$ cat config.mk
export PLATFORM = sky130hd
export DESIGN_NAME = dl_cycle_tracer
export DESIGN_NICKNAME = d
export VERILOG_FILES = /design/src/rtl/dl_cycle_tracer.sv
export SDC_FILE = /design/constraint.sdc
export NUM_CORES = 1
export LEC_CHECK = 0
export ABC_AREA = 1
export CAP_MARGIN = 25
export CORE_MARGIN = 2
export CORE_UTILIZATION = 50
export CTS_BUF_LIST = sky130_fd_sc_hd__clkbuf_8
export CTS_CLUSTER_SIZE = 12
export DETAILED_ROUTE_END_ITERATION = 8
export PLACE_DENSITY = 0.78
export SKIP_LAST_GASP = 1
export SYNTH_ARGS = -nofsm -noshare
export SYNTH_HDL_FRONTEND = slang
export SYNTH_SLANG_ARGS = --single-unit
$ cat constraint.sdc
create_clock -name i_clock -period 2.4 [get_ports i_clock]
set_clock_uncertainty 0.2 [all_clocks]
set_input_delay 0.72 -clock i_clock [delete_from_list [all_inputs] [get_ports i_clock]]
set_output_delay 0.72 -clock i_clock [all_outputs]
set_load 0.005 [all_outputs]
$ cat src/rtl/dl_cycle_tracer.sv
// Deadlock detector and wait-for cycle/chain walker; streams one record per blocked process.
// Optional `DL_TRACE_TIMESTAMP_EN adds o_rec_time, the free-running cycle count at detection.
`timescale 1ns/1ps
module dl_cycle_tracer #(
  parameter int PROC_NUM     = 4,
  parameter int STALL_THRESH = 16,
  parameter int CYC_W        = 8,
  localparam int IDX_W       = $clog2(PROC_NUM)
) (
  input  logic                         i_clock,
  input  logic                         i_reset,
  input  logic [PROC_NUM-1:0]          i_blocked_vec,
  input  logic [PROC_NUM*PROC_NUM-1:0] i_wait_for,
  input  logic                         i_dl_clear,
  output logic                         o_dl_detect,
  output logic                         o_rec_valid,
  input  logic                         i_rec_ready,
  output logic [CYC_W-1:0]             o_rec_cycle_id,
  output logic [IDX_W-1:0]             o_rec_proc_idx,
  output logic                         o_rec_last,
  output logic [1:0]                   o_rec_term,
`ifdef DL_TRACE_TIMESTAMP_EN
  output logic [31:0]                  o_rec_time,
`endif
  output logic                         o_report_done
);
  localparam int CNT_W = $clog2(STALL_THRESH + 1);
  localparam logic [CNT_W-1:0] CNT_LAST  = CNT_W'(STALL_THRESH - 1);
  localparam logic [IDX_W-1:0] STEP_LAST = IDX_W'(PROC_NUM - 1);

  typedef enum logic [1:0] {S_IDLE, S_SELECT, S_EMIT, S_DONE} state_t;

  state_t r_state, w_nstate;
  logic [PROC_NUM-1:0]                r_prev_b, r_snap_b, r_done;
  logic [PROC_NUM-1:0][PROC_NUM-1:0]  r_snap_w;
  logic [CNT_W-1:0]                   r_cnt;
  logic [CYC_W-1:0]                   r_cyc;
  logic [IDX_W-1:0]                   r_cur, r_origin, r_step;
  logic                               r_detect;

  logic             w_stall, w_detect, w_has_org, w_has_nxt, w_last;
  logic [IDX_W-1:0] w_org, w_nxt;
  logic [1:0]       w_term;

  function automatic logic [IDX_W:0] f_lowest(input logic [PROC_NUM-1:0] v);
    logic [IDX_W:0] res;
    res = '0;
    for (int i = PROC_NUM - 1; i >= 0; i--)
      if (v[i]) res = {1'b1, IDX_W'(i)};
    return res;
  endfunction

  assign w_stall  = (i_blocked_vec != '0) && (i_blocked_vec == r_prev_b);
  assign w_detect = (r_state == S_IDLE) && w_stall && (r_cnt == CNT_LAST);
  assign {w_has_org, w_org} = f_lowest(r_snap_b & ~r_done);
  assign {w_has_nxt, w_nxt} = f_lowest(r_snap_w[r_cur] & r_snap_b);

  // Termination priority: dead end, closed loop, merge/self-loop, step limit.
  always_comb begin
    w_last = 1'b1;
    w_term = 2'd1;
    if (!w_has_nxt) begin
      w_term = 2'd1;
    end else if (w_nxt == r_origin) begin
      w_term = 2'd0;
    end else if (w_nxt == r_cur || r_done[w_nxt]) begin
      w_term = 2'd2;
    end else if (r_step == STEP_LAST) begin
      w_term = 2'd3;
    end else begin
      w_last = 1'b0;
      w_term = 2'd0;
    end
  end

  always_ff @(posedge i_clock or posedge i_reset) begin
    if (i_reset) r_state <= S_IDLE;
    else         r_state <= w_nstate;
  end

  always_comb begin
    w_nstate = r_state;
    if (i_dl_clear) begin
      w_nstate = S_IDLE;
    end else begin
      case (r_state)
        S_IDLE:   if (w_detect) w_nstate = S_SELECT;
        S_SELECT: w_nstate = w_has_org ? S_EMIT : S_DONE;
        S_EMIT:   if (i_rec_ready && w_last) w_nstate = S_SELECT;
        default:  w_nstate = S_DONE;
      endcase
    end
  end

  always_comb begin
    o_rec_valid    = (r_state == S_EMIT);
    o_report_done  = (r_state == S_DONE);
    o_rec_last     = (r_state == S_EMIT) && w_last;
    o_rec_term     = (r_state == S_EMIT) ? w_term : 2'd0;
    o_dl_detect    = r_detect;
    o_rec_cycle_id = r_cyc;
    o_rec_proc_idx = r_cur;
  end

  always_ff @(posedge i_clock or posedge i_reset) begin
    if (i_reset) begin
      r_prev_b <= '0;
      r_snap_b <= '0;
      r_snap_w <= '0;
      r_done   <= '0;
      r_cnt    <= '0;
      r_cyc    <= '0;
      r_cur    <= '0;
      r_origin <= '0;
      r_step   <= '0;
      r_detect <= 1'b0;
    end else begin
      r_prev_b <= i_blocked_vec;
      if (i_dl_clear) begin
        r_detect <= 1'b0;
        r_done   <= '0;
        r_cyc    <= '0;
        r_cnt    <= '0;
      end else begin
        case (r_state)
          S_IDLE: begin
            if (w_detect) begin
              r_snap_b <= i_blocked_vec;
              r_snap_w <= i_wait_for;
              r_detect <= 1'b1;
              r_cnt    <= '0;
            end else if (w_stall) begin
              if (r_cnt != CNT_LAST) r_cnt <= r_cnt + CNT_W'(1);
            end else begin
              r_cnt <= '0;
            end
          end
          S_SELECT: begin
            if (w_has_org) begin
              r_cyc    <= r_cyc + CYC_W'(1);
              r_cur    <= w_org;
              r_origin <= w_org;
              r_step   <= '0;
            end
          end
          S_EMIT: begin
            if (i_rec_ready) begin
              r_done[r_cur] <= 1'b1;
              if (!w_last) begin
                r_cur  <= w_nxt;
                r_step <= r_step + IDX_W'(1);
              end
            end
          end
          default: ;
        endcase
      end
    end
  end

`ifdef DL_TRACE_TIMESTAMP_EN
  logic [31:0] r_tctr, r_tcap;
  always_ff @(posedge i_clock or posedge i_reset) begin
    if (i_reset) begin
      r_tctr <= '0;
      r_tcap <= '0;
    end else begin
      r_tctr <= r_tctr + 32'd1;
      if (!i_dl_clear && w_detect) r_tcap <= r_tctr;
    end
  end
  assign o_rec_time = r_tcap;
`endif

endmodule

======== Word-level counts from Yosys, hierarchy flattened ========
Cells that the tools add are included.
operators by class
  $lt $le $gt $ge ......................... 3
  eq/ne operators ......................... 15
  reduce and logical (&&, ||, !) cells .... 24
  muxes and demuxes ....................... 50
  bitwise operators ....................... 5
  $add $sub $neg .......................... 3
operator list
  kind                                                        number
  2-to-1 mux 2 bit                                            14
  2-to-1 mux 5 bit                                            5
  2-to-1 mux 3 bit                                            8
  2-to-1 mux 8 bit                                            3
  2-to-1 mux 4 bit                                            4
  nonzero test 2 bit                                          7
  2-to-1 mux 1 bit                                            10
  AND reduction 2 bit                                         5
  adder 8 x 1 -> 8 bit, second input constant                 1
  AND 4 bit                                                   2
  binary-select mux 4 bit (select 2 bit)                      1
  one-hot mux 2 bit (2 select lines)                          2
  equality test 2 bit, second input constant                  3
  logical AND 1 bit                                           6
  less-than comparator 2 x 3 -> 1 bit, second input constant  2
  one-hot mux 2 bit (3 select lines)                          1
  AND reduction 3 bit                                         2
  adder 5 x 1 -> 5 bit, second input constant                 1
  equality test 5 x 4 -> 1 bit, second input constant         1
  != test 5 x 4 -> 1 bit, second input constant               1
  AND reduction 5 bit                                         1
  equality test 2 bit                                         2
  equality test 4 bit                                         1
  != test 2 bit, second input constant                        2
  15 further kinds                                            15
storage, ports and cells
  input port bits ......................... 24
  register bits ........................... 50
  word-level logic and storage cells ...... 114
  output and inout bits ................... 16

======== Longest topological paths before layout ========
Gate-level depths: netlist of the first run.
  word-level depth ........................ 17
  gate-level depth with buffers ........... 17
  depth with buffers taken out ............ 17

======== Least setup slack after synthesis of the first run ========
OpenSTA, ideal clock, no wires.
  path kind ............................... register -> output
  from .................................... register r_cur[0], in the netlist o_rec_proc_idx[0]
  to ...................................... output port o_rec_last
  stages on the path, launching flop included .. 16
  data arrival time ....................... 1.558 ns
  buffers on the path ..................... 1
  data required time ...................... 1.480 ns
  setup slack ............................. -0.078 ns
  cell sequence ........................... dfrtp_1 buf_6 nor2_1 nand2_1 nand2_2 nor2_1 nor2_2 nand2_1 nand2_2 nand2_2 nand2_1 nand2_1 nand2_2 nand2_4 o21bai_4 inv_1
between the ends
  word-level cells in the longest chain between the ends .. 14
  elaborated cells on any way between the ends .. 16
  classes of those cells .................. eq/ne (2); mux (11); bitwise (1); reduce/logical (2)
RTL lines
  element                                 line  RTL
  start: declaration                      38    logic [IDX_W-1:0] r_cur, r_origin, r_step;
  start signal: assignment                141   r_cur <= w_org;
  start signal: assignment                150   r_cur <= w_nxt;
  binary-select mux 4 bit (select 2 bit)  56    assign {w_has_nxt, w_nxt} = f_lowest(r_snap_w[r_cur] & r_snap_b);
  2-to-1 mux 4 bit (not written as such)  56
  AND 4 bit                               56
  2-to-1 mux 3 bit (4 in series)          49    if (v[i]) res = {1'b1, IDX_W'(i)};
  binary-select mux 1 bit (select 2 bit)  66    end else if (w_nxt == r_cur || r_done[w_nxt]) begin
  2-to-1 mux 1 bit (not written as such)  66
  logical OR 1 bit                        66
  2-to-1 mux 1 bit                        66
  2-to-1 mux 1 bit                        64    end else if (w_nxt == r_origin) begin
  2-to-1 mux 1 bit *                      62    if (!w_has_nxt) begin
  logical AND 1 bit *                     98    o_rec_last = (r_state == S_EMIT) && w_last;
  end: declaration                        20    output logic o_rec_last,
Every way passes the cells marked *; elsewhere a longest branch is shown, timed or not. The select of a mux whose other input is x is not followed.

======== Worst setup path after layout of the first run ========
Ends and elaborated chain as after synthesis.

==> out/metrics.csv, run 1 <==
stage;metric;value;unit
status;run status;complete, but fails checks;
status;violations in the final reports;setup timing;
critical_path;maximum fanout along the worst path;7;
yosys;synthesized area per cell;8.71;um2
clock_network;clk_lat worst skew;310;ps
drt;via density per instance;5.20;
grt;via count of the first global-routing pass;2316;
die;I/O pin count;40;
critical_path;critical path class;flop to output pin;
critical_path;Cell Chain, Critical Path;buf_6 -> nand2_1 -> nand2_1 -> nand2_1 -> nand2_1 -> nand2_2 -> nand2_2 -> inv_4 -> nand2_4 -> nand2_1 -> nand3_2 -> nand2_2 -> nand2_4 -> o21bai_4 -> inv_2 -> buf_6;
timing;unrepaired setup endpoints after global routing;true;
yosys;post-synthesis async set-or-reset flop share;1.00;
worst_hold_path;classification of the worst-slack hold path;flop to flop;
timing;final clock period utilization by the worst path;1.25;
yosys;most frequent cell after synthesis;nand2_1;
drt;Detailed Route WL;6690;um
die;starting density of the core;0.515;
timing;Worst Setup Slack, final;-600;ps
critical_path;Required @ worst endpoint;1480;ps
yosys;leading post-synthesis cells by cell area;dfrtp_1 (48%), nand2_1 (11%), mux2_1 (5.6%), inv_1 (5.0%), nand3_1 (4.2%);
clock_network;number of buffers added by the clock tree synthesis step;5;
grt;total congestion overflow;0;
drt;total via count after detailed routing;2421;
die;num rows;26;
run;number of max-cap violations;0;
grt;largest net degree at the start of global routing;51;
grt;number of antenna violations at the first check in global routing;0;
critical_path;CP Launch Type;flop;
place;worst slack, placed;-608;ps
yosys;most instantiated cells after synthesis;nand2_1 (80), dfrtp_1 (50), inv_1 (35);
yosys;total number of yosys warnings;0;
cells_and_area;post-synthesis to final-layout area growth;42.9;%
power_and_ir_drop;Max rail drop VDD;0.323;mV
yosys;register area share after synthesis;0.479;
power_and_ir_drop;power density over cell area;414;mW/mm2
power_and_ir_drop;leakage dissipation;1.86;nW
place;number of port buffers;39;
yosys;post-synthesis register bit count;50;
drt;remaining design rule violation count;0;
timing;minimum clock period after layout;3000;ps
grt;first-pass GRT wire length;10400;um
yosys;number of enable-type register cells in the synthesized netlist;0;
cells_and_area;final-stage net count;423;
clock_network;H-tree Lvls;2;
cells_and_area;share of cells above drive strength 1;0.306;
critical_path;data arrival time at the worst-slack endpoint;2080;ps
timing;highest clock rate;0.333;GHz
yosys;Yosys top cell area share;0.479;
critical_path;worst-path cell with the longest stage delay;dfrtp_2;
drt;iteration-0 DRC count of the detailed router;184;
critical_path;most frequent cell on the critical path;nand2_1;
critical_path;endpoint class of the critical path;output pin;
yosys;ys flop type;dfrtp_1;
timing;actual slew at the worst max-slew pin;409;ps
clock_network;Clk Tree Root Cell;clkbuf_8;
cells_and_area;final core area utilization;0.735;
clock_network;clk buf depth;2;
yosys;Synth Net Count;328;
die;Vert. Die Dim;76.3;um
clock_network;Sink Count;50;
yosys;Gate Count Post-Synth;300;
cells_and_area;number of diodes;0;
clock_network;CTS clk-pin slew, worst paths;100;ps
critical_path;slowest stage delay, CP;450;ps
clock_network;count of hold buffers inserted by post-cts repair;0;
place;half-perimeter wire length after placement;4480;um
place;weighted congestion at the end of routability-driven global placement;0.838;
drt;Initial DRT Pass Iterations;4;
grt;total track usage;0.224;
die;placeable core region;0.00507;mm2
timing;final setup violation count;7;
timing;Rel. slew slack;0.726;
clock_network;clock tree from TritonCTS;built;
yosys;count of different cell masters after synthesis;34;
timing;Slew Viols, Final;0;
yosys;library cell occupying the most area in the post-synthesis netlist;dfrtp_1;
die;die width;76.3;um
timing;final hold vios;0;
drt;routed len/inst;14.4;um
die;DIE AREA;0.00582;mm2
drt;number of nets with antenna violations after routing;0;
yosys;cell area after technology mapping;0.00261;mm2
## critical path, delay by kind of cell (launching register included)
family	cells	cell delay (ps)
AND/OR/NAND/NOR	11	810
AO/OA/AOI/OAI	1	130
flip-flops	1	450
buffers and inverters	4	380
## worst paths after layout
| check | startpoint | endpoint | slack [ps] | depth (start not counted) |
|---|---|---|---|---|
| setup / recovery | o_rec_proc_idx[0]$_DFFE_PP0P_ | o_rec_last | -600 | 16 |
| hold / removal | o_rec_cycle_id[7]$_DFFE_PP0P_ | o_rec_cycle_id[7]$_DFFE_PP0P_ | 290 | 1 |
| hold reg to reg | o_rec_cycle_id[7]$_DFFE_PP0P_ | o_rec_cycle_id[7]$_DFFE_PP0P_ | 290 | 1 |
| setup reg to reg | o_rec_proc_idx[0]$_DFFE_PP0P_ | o_rec_proc_idx[1]$_DFFE_PP0P_ | -60 | 20 |
| min in group asynchronous | i_reset | o_rec_cycle_id[4]$_DFFE_PP0P_ | 560 | 3 |
| max in group asynchronous | i_reset | o_rec_proc_idx[0]$_DFFE_PP0P_ | 1200 | 3 |
## per-stage QoR
stage | std cells | power (mW) | setup TNS (ps) | hold slack [ps] | area, um2
after global placement | 446 | 1.03 | -7180 | 253 | 3400
final | 466 | 1.54 | -1810 | 289 | 3730
after global routing | 466 | 1.60 | -2820 | 317 | 3730
after floorplan | 300 | 0.940 | -77.7 | 245 | 2610
after detailed placement | 446 | 1.03 | -9130 | 282 | 3400
after CTS | 463 | 1.54 | -1600 | 296 | 3580
## what timing repair did
item / in CTS / in global routing
resized for setup: 28 / 30
pin swaps: 15 / 15
endpoints found under the setup margin: 6 / 35
gates cloned: 0 / 2
setup buffers: 9 / 1
## sequential cells by signal, indices dropped and copies added, names as in the netlist
signal / cells
r_snap_w: 16
o_rec_cycle_id: 8
r_cnt: 5
r_done: 4
r_prev_b: 4
r_snap_b: 4
o_rec_proc_idx: 2
r_origin: 2
r_state: 2
r_step: 2
o_dl_detect: 1
## cells by family (layout without fill, tap and decap cells)
group	count (synthesis)	count (layout)	share of synthesized area
XOR/XNOR	7	7	0.0235
buffers and inverters	44	140	0.0685
flip-flops	50	50	0.479
adder cells (fa/ha/maj)	4	4	0.0192
AND/OR/NAND/NOR	136	136	0.237
multiplexers	17	17	0.0733
AO/OA/AOI/OAI	42	42	0.100
## layer usage
metal / track usage / up-vias / share of wire
met5: 0 / - / 0
met4: 0.0800 / 0 / 0.017
met3: 0.0367 / 13 / 0.038
met2: 0.384 / 60 / 0.52
met1: 0.286 / 1183 / 0.43
li1: - / 1165 / -
## where the power goes
part	leakage, nW	internal [mW]	total [mW]	switching (mW)
sequential	0.678	0.854	0.862	0.00805
combinational	1.14	0.0898	0.172	0.0818
clock	0.0447	0.211	0.511	0.300
total	1.86	1.15	1.54	0.390
## cell type report
type	count	area, um2
clock inverter	3	25.0
timing repair buffer	93	870
tap	70	87.6
clock buffer	5	68.8
sequential	50	1250
inverter	39	151
fill	366	1340
multi-input combinational	206	1280
## layout by cell type, fill, tap and decap left out, types with 4 or more instances in the layout
| master | n |
|---|---|
| buf_6 | 4 |
| clkdlybuf4s50_1 | 30 |
| clkbuf_8 | 5 |
| mux2_1 | 13 |
| buf_4 | 47 |
| nand2_1 | 69 |
| dlymetal6s2s_1 | 5 |
| xor2_1 | 4 |
| ha_1 | 4 |
| nand2_2 | 18 |
| nor2_1 | 11 |
| inv_1 | 29 |
| nand3_1 | 18 |
| inv_2 | 8 |
| o21ai_0 | 17 |
| a21oi_1 | 5 |
| dfrtp_1 | 48 |
| mux2_2 | 4 |
| nand3_2 | 4 |
| o22ai_1 | 6 |
| nand2_4 | 6 |
No activity file was read; power rests on OpenSTA's default activity.
==> run 2: changes to the inputs <==
GPL_TIMING_DRIVEN = 0   (was default)
==> out/metrics.csv, run 2 (synthesis results as in run 1) <==
stage;metric;value;unit
critical_path;register-to-register setup slack;50;ps
clock_network;clk buf depth;2;
cells_and_area;top library cells by usage in the layout, fill and taps aside;nand2_1 (69), dfrtp_1 (48), inv_1 (32);
timing;Rel. slew slack;0.631;
clock_network;clock tree from TritonCTS;built;
critical_path;launch point of the worst reg-to-reg path;o_rec_proc_idx[0]$_DFFE_PP0P_;
grt;largest net degree at the start of global routing;34;
critical_path;termination of the worst setup path;o_rec_last;
critical_path;CP Launch Type;flop;
clock_network;number of buffers added by the clock tree synthesis step;5;
cells_and_area;number of diodes;0;
critical_path;R2R depth;18;
grt;total track usage;0.215;
power_and_ir_drop;leakage dissipation;1.68;nW
critical_path;data arrival time at the worst-slack endpoint;2180;ps
cells_and_area;most common library cell in the layout ignoring fill and taps;nand2_1;
status;run status;complete, but fails checks;
drt;iteration-0 DRC count of the detailed router;195;
timing;final clock period utilization by the worst path;1.29;
die;placeable core region;0.00507;mm2
clock_network;clk_lat worst skew;310;ps
critical_path;critical path class;flop to output pin;
power_and_ir_drop;sum of internal, switching and leakage power;1.59;mW
drt;total via count after detailed routing;2274;
critical_path;launching instance or port of the critical path;o_rec_proc_idx[0]$_DFFE_PP0P_;
place;Area after DPL;0.00310;mm2
grt;via count of the first global-routing pass;2197;
critical_path;reg2reg end;o_rec_proc_idx[0]$_DFFE_PP0P_;
die;Vert. Die Dim;76.3;um
timing;unrepaired setup endpoints after global routing;true;
place;number of port buffers;38;
place;weighted congestion at the end of routability-driven global placement;0.822;
power_and_ir_drop;power density over cell area;453;mW/mm2
drt;number of nets with antenna violations after routing;0;
clock_network;Sink Count;50;
cells_and_area;Layout Cells excl Fill;435;
drt;Detailed Route WL;6020;um
drt;routed len/inst;13.8;um
die;DIE AREA;0.00582;mm2
worst_hold_path;classification of the worst-slack hold path;flop to flop;
drt;Initial DRT Pass Iterations;5;
cells_and_area;fill count;397;
run;number of max-cap violations;0;
critical_path;endpoint class of the critical path;output pin;
drt;remaining design rule violation count;0;
timing;final setup violation count;3;
status;violations in the final reports;setup timing;
drt;via density per instance;5.23;
grt;first-pass GRT wire length;10100;um
cells_and_area;post-synthesis to final-layout area growth;34.0;%
grt;number of antenna violations at the first check in global routing;0;
timing;actual slew at the worst max-slew pin;551;ps
clock_network;CTS clk-pin slew, worst paths;90;ps
place;half-perimeter wire length after placement;3930;um
cells_and_area;share of cells above drive strength 1;0.241;
die;num rows;26;
place;count of placed standard cells including taps;409;
critical_path;maximum fanout along the worst path;6;
cells_and_area;final-stage net count;392;
cells_and_area;most flop-heavy register;r_snap_w;
clock_network;H-tree Lvls;2;
clock_network;count of hold buffers inserted by post-cts repair;0;
die;starting density of the core;0.515;
timing;highest clock rate;0.322;GHz
cells_and_area;Largest register FFs;16;
timing;Slew Viols, Final;0;
die;die width;76.3;um
timing;Worst Setup Slack, final;-703;ps
die;I/O pin count;40;
cells_and_area;Layout Cell Area excl Fill;0.00350;mm2
timing;final hold vios;0;
grt;total congestion overflow;0;
timing;minimum clock period after layout;3100;ps
power_and_ir_drop;Max rail drop VDD;0.289;mV
critical_path;Required @ worst endpoint;1480;ps
clock_network;Clk Tree Root Cell;clkbuf_8;
-- run 2: repair_timing --
item	in CTS	in global routing
endpoints found under the setup margin	18	16
pin swaps	18	18
buffers inserted	10	6
gates cloned	2	1
gates resized for setup	35	27
-- run 2: how the worst min path moves through the flow --
stage                                        startpoint  depth (start not counted)                       endpoint  slack (ps)
after detailed placement  o_rec_cycle_id[7]$_DFFE_PP0P_                          1  o_rec_cycle_id[7]$_DFFE_PP0P_         260
after global routing      o_rec_cycle_id[7]$_DFFE_PP0P_                          1  o_rec_cycle_id[7]$_DFFE_PP0P_         300
after global placement    o_rec_cycle_id[7]$_DFFE_PP0P_                          1  o_rec_cycle_id[7]$_DFFE_PP0P_         260
after floorplan                   r_step[1]$_DFFE_PP0P_                          2          r_step[1]$_DFFE_PP0P_         250
after CTS                 o_rec_cycle_id[7]$_DFFE_PP0P_                          1  o_rec_cycle_id[7]$_DFFE_PP0P_         270
final                     o_rec_cycle_id[7]$_DFFE_PP0P_                          1  o_rec_cycle_id[7]$_DFFE_PP0P_         260
-- run 2: critical path: stages, from the launching register on --
cell and delay (ps):
dfrtp_2 510, buf_6 180, nor2_4 100, nand2_2 60, nand2_4 70, nor2_2 40, nor2_2 110, nand2_2 60
nand2_2 100, nand2_4 70, nand2_2 70, nand2_2 60, nand2_4 80, nand2_4 60, o21bai_4 150, inv_1 40
buf_2 120
-- run 2: routing by layer --
metal  GRT usage  share of wire  vias to the layer above  wire length [um]
met1       0.294           0.43                     1077              2570
met5           0              0                        -                 0
li1            -              -                     1105                 -
met2       0.364           0.51                       83              3050
met4      0.0545          0.014                        0                87
met3      0.0308          0.052                        9               315
-- run 2: cell type report --
type,count,area (um2),area share
Multi-Input combinational cell,206,1310,0.373
Sequential cell,50,1250,0.358
Timing Repair Buffer,56,541,0.154
Inverter,39,151,0.0433
Tap cell,70,87.6,0.0250
Clock buffer,5,68.8,0.0197
Buffer,5,46.3,0.0132
Clock inverter,3,41.3,0.0118
Timing Repair inverter,1,5.00,0.00143
-- run 2: power breakdown --
group | internal [mW] | switching, mW | total (mW)
clock | 0.307 | 0.280 | 0.587
combinational | 0.0635 | 0.0712 | 0.135
sequential | 0.854 | 0.0103 | 0.864
total | 1.22 | 0.362 | 1.59
-- run 2: through the flow --
stage                     setup slack [ps]  hold slack, ps   util  TNS [ps]
after detailed placement              -671             256  0.611    -11700
after floorplan                      -77.7             245      -     -77.7
after CTS                             -590             268  0.661     -1730
after global placement                -703             255  0.607    -45610
final                                 -703             264  0.690     -2000
after global routing                  -819             299  0.690     -2780
==> run 3: changes to the inputs <==
clock period = 2.49 ns   (was 2.4 ns; I/O delays follow)
==> out/metrics.csv, run 3 (synthesis results as in run 1) <==
stage;metric;value;unit
grt;largest net degree at the start of global routing;34;
clock_network;clk buf depth;2;
critical_path;maximum fanout along the worst path;5;
critical_path;R2R depth;17;
die;Vert. Die Dim;76.3;um
clock_network;number of buffers added by the clock tree synthesis step;5;
critical_path;slowest stage delay, CP;480;ps
die;starting density of the core;0.515;
place;weighted congestion at the end of routability-driven global placement;0.822;
status;violations in the final reports;setup timing;
die;I/O pin count;40;
grt;total congestion overflow;0;
grt;met1 layer usage reported by global route;0.275;
critical_path;worst-path cell with the longest stage delay;dfrtp_2;
timing;final setup violation count;3;
critical_path;termination of the worst setup path;o_rec_last;
grt;number of antenna violations at the first check in global routing;0;
drt;total via count after detailed routing;2317;
critical_path;launching instance or port of the critical path;o_rec_proc_idx[0]$_DFFE_PP0P_;
critical_path;family with the most delay on the worst path;simple AND/OR/NAND/NOR gates;
die;num rows;26;
timing;minimum clock period after layout;3110;ps
drt;Initial DRT Pass Iterations;5;
timing;final clock period utilization by the worst path;1.25;
power_and_ir_drop;Max rail drop VDD;0.257;mV
cells_and_area;most flop-heavy register;r_snap_w;
critical_path;Cell Chain, Critical Path;buf_6 -> nor2_4 -> nand2_2 -> nand2_4 -> nor2_2 -> nor2_2 -> nand2_2 -> nand2_2 -> nand2_4 -> nand2_2 -> nand2_2 -> nand2_4 -> nand2_4 -> o21bai_4 -> inv_1 -> buf_2;
critical_path;launch point of the worst reg-to-reg path;o_rec_proc_idx[0]$_DFFE_PP0P_;
clock_network;H-tree Lvls;2;
critical_path;Required @ worst endpoint;1540;ps
power_and_ir_drop;leakage dissipation;1.69;nW
timing;highest clock rate;0.321;GHz
critical_path;endpoint class of the critical path;output pin;
die;die width;76.3;um
cells_and_area;Largest register FFs;16;
place;number of port buffers;38;
grt;global-route layer with the greatest usage;met2;
timing;unrepaired setup endpoints after global routing;true;
clock_network;clk_lat worst skew;310;ps
critical_path;CP Launch Type;flop;
cells_and_area;share of cells above drive strength 1;0.229;
drt;routed len/inst;14.0;um
critical_path;most frequent cell on the critical path;nand2_2;
cells_and_area;top library cells by usage in the layout, fill and taps aside;nand2_1 (69), dfrtp_1 (49), inv_1 (32);
drt;iteration-0 DRC count of the detailed router;162;
critical_path;number of cells on the critical path;16;
power_and_ir_drop;power density over cell area;435;mW/mm2
clock_network;Clk Tree Root Cell;clkbuf_8;
status;run status;complete, but fails checks;
die;placeable core region;0.00507;mm2
grt;via count of the first global-routing pass;2228;
grt;met3 Use GR;0.0308;
timing;Rel. slew slack;0.643;
timing;Worst Setup Slack, final;-623;ps
critical_path;register-to-register setup slack;150;ps
drt;remaining design rule violation count;0;
drt;via density per instance;5.36;
timing;final hold vios;0;
drt;Detailed Route WL;6070;um
critical_path;worst path buffer plus inverter count;3;
timing;actual slew at the worst max-slew pin;532;ps
die;DIE AREA;0.00582;mm2
cells_and_area;number of diodes;0;
grt;fraction of met2 tracks used by global routing;0.356;
critical_path;data arrival time at the worst-slack endpoint;2170;ps
critical_path;critical path class;flop to output pin;
grt;first-pass GRT wire length;9920;um
place;half-perimeter wire length after placement;3930;um
run;number of max-cap violations;0;
worst_hold_path;classification of the worst-slack hold path;flop to flop;
clock_network;CTS clk-pin slew, worst paths;90;ps
clock_network;Sink Count;50;
timing;Hold Slack;265;ps
critical_path;reg2reg end;r_state[1]$_DFFE_PP0P_;
grt;total track usage;0.209;
drt;number of nets with antenna violations after routing;0;
clock_network;clock tree from TritonCTS;built;
cells_and_area;most common library cell in the layout ignoring fill and taps;nand2_1;
cells_and_area;final-stage net count;389;
timing;Slew Viols, Final;0;
cells_and_area;post-synthesis to final-layout area growth;34.0;%
power_and_ir_drop;sum of internal, switching and leakage power;1.52;mW
-- run 3: layout make-up --
| type | instances | area [um2] |
|---|---|---|
| clock inverter | 3 | 41.3 |
| inverter | 39 | 154 |
| timing repair buffer | 54 | 533 |
| buffer | 5 | 52.6 |
| tap | 70 | 87.6 |
| clock buffer | 5 | 68.8 |
| fill | 400 | 1570 |
| multi-input combinational | 206 | 1310 |
| sequential | 50 | 1250 |
-- run 3: through the flow --
step	setup slack (ps)	instance area [um2]	setup TNS, ps	cells	utilization
5_1_grt	-759	3500	-2240	432	0.690
6_report	-623	3500	-1810	432	0.690
2_1_floorplan	-14.7	2610	-14.7	300	-
3_5_place_dp	-608	3100	-9840	409	0.611
3_3_place_gp	-640	3080	-40670	408	0.607
4_1_cts	-527	3320	-1570	428	0.654
-- run 3: power by group --
group          switching [mW]  internal, mW
combinational          0.0677        0.0594
clock                   0.269         0.296
sequential             0.0101         0.823
-- run 3: how the worst min path moves through the flow --
stage,start,to,depth (start not counted)
after floorplan,r_step[1]$_DFFE_PP0P_,r_step[1]$_DFFE_PP0P_,2
after global placement,o_rec_cycle_id[7]$_DFFE_PP0P_,o_rec_cycle_id[7]$_DFFE_PP0P_,1
after detailed placement,o_rec_cycle_id[7]$_DFFE_PP0P_,o_rec_cycle_id[7]$_DFFE_PP0P_,1
after CTS,o_rec_cycle_id[7]$_DFFE_PP0P_,o_rec_cycle_id[7]$_DFFE_PP0P_,1
after global routing,o_rec_cycle_id[7]$_DFFE_PP0P_,o_rec_cycle_id[7]$_DFFE_PP0P_,1
final,o_rec_cycle_id[7]$_DFFE_PP0P_,o_rec_cycle_id[7]$_DFFE_PP0P_,1
-- run 3: per-layer routing --
metal,routed length (um),vias up
li1,-,1094
met1,2600,1119
met2,3020,87
met3,296,17
met4,154,0
met5,0,-
-- run 3: what timing repair did --
action                                  CTS  global route
hold buffers                              0             0
cloned                                    1             1
resized for setup                        27            37
endpoints found under the setup margin   17            22
setup buffers                            10             4
pin swaps                                18            18
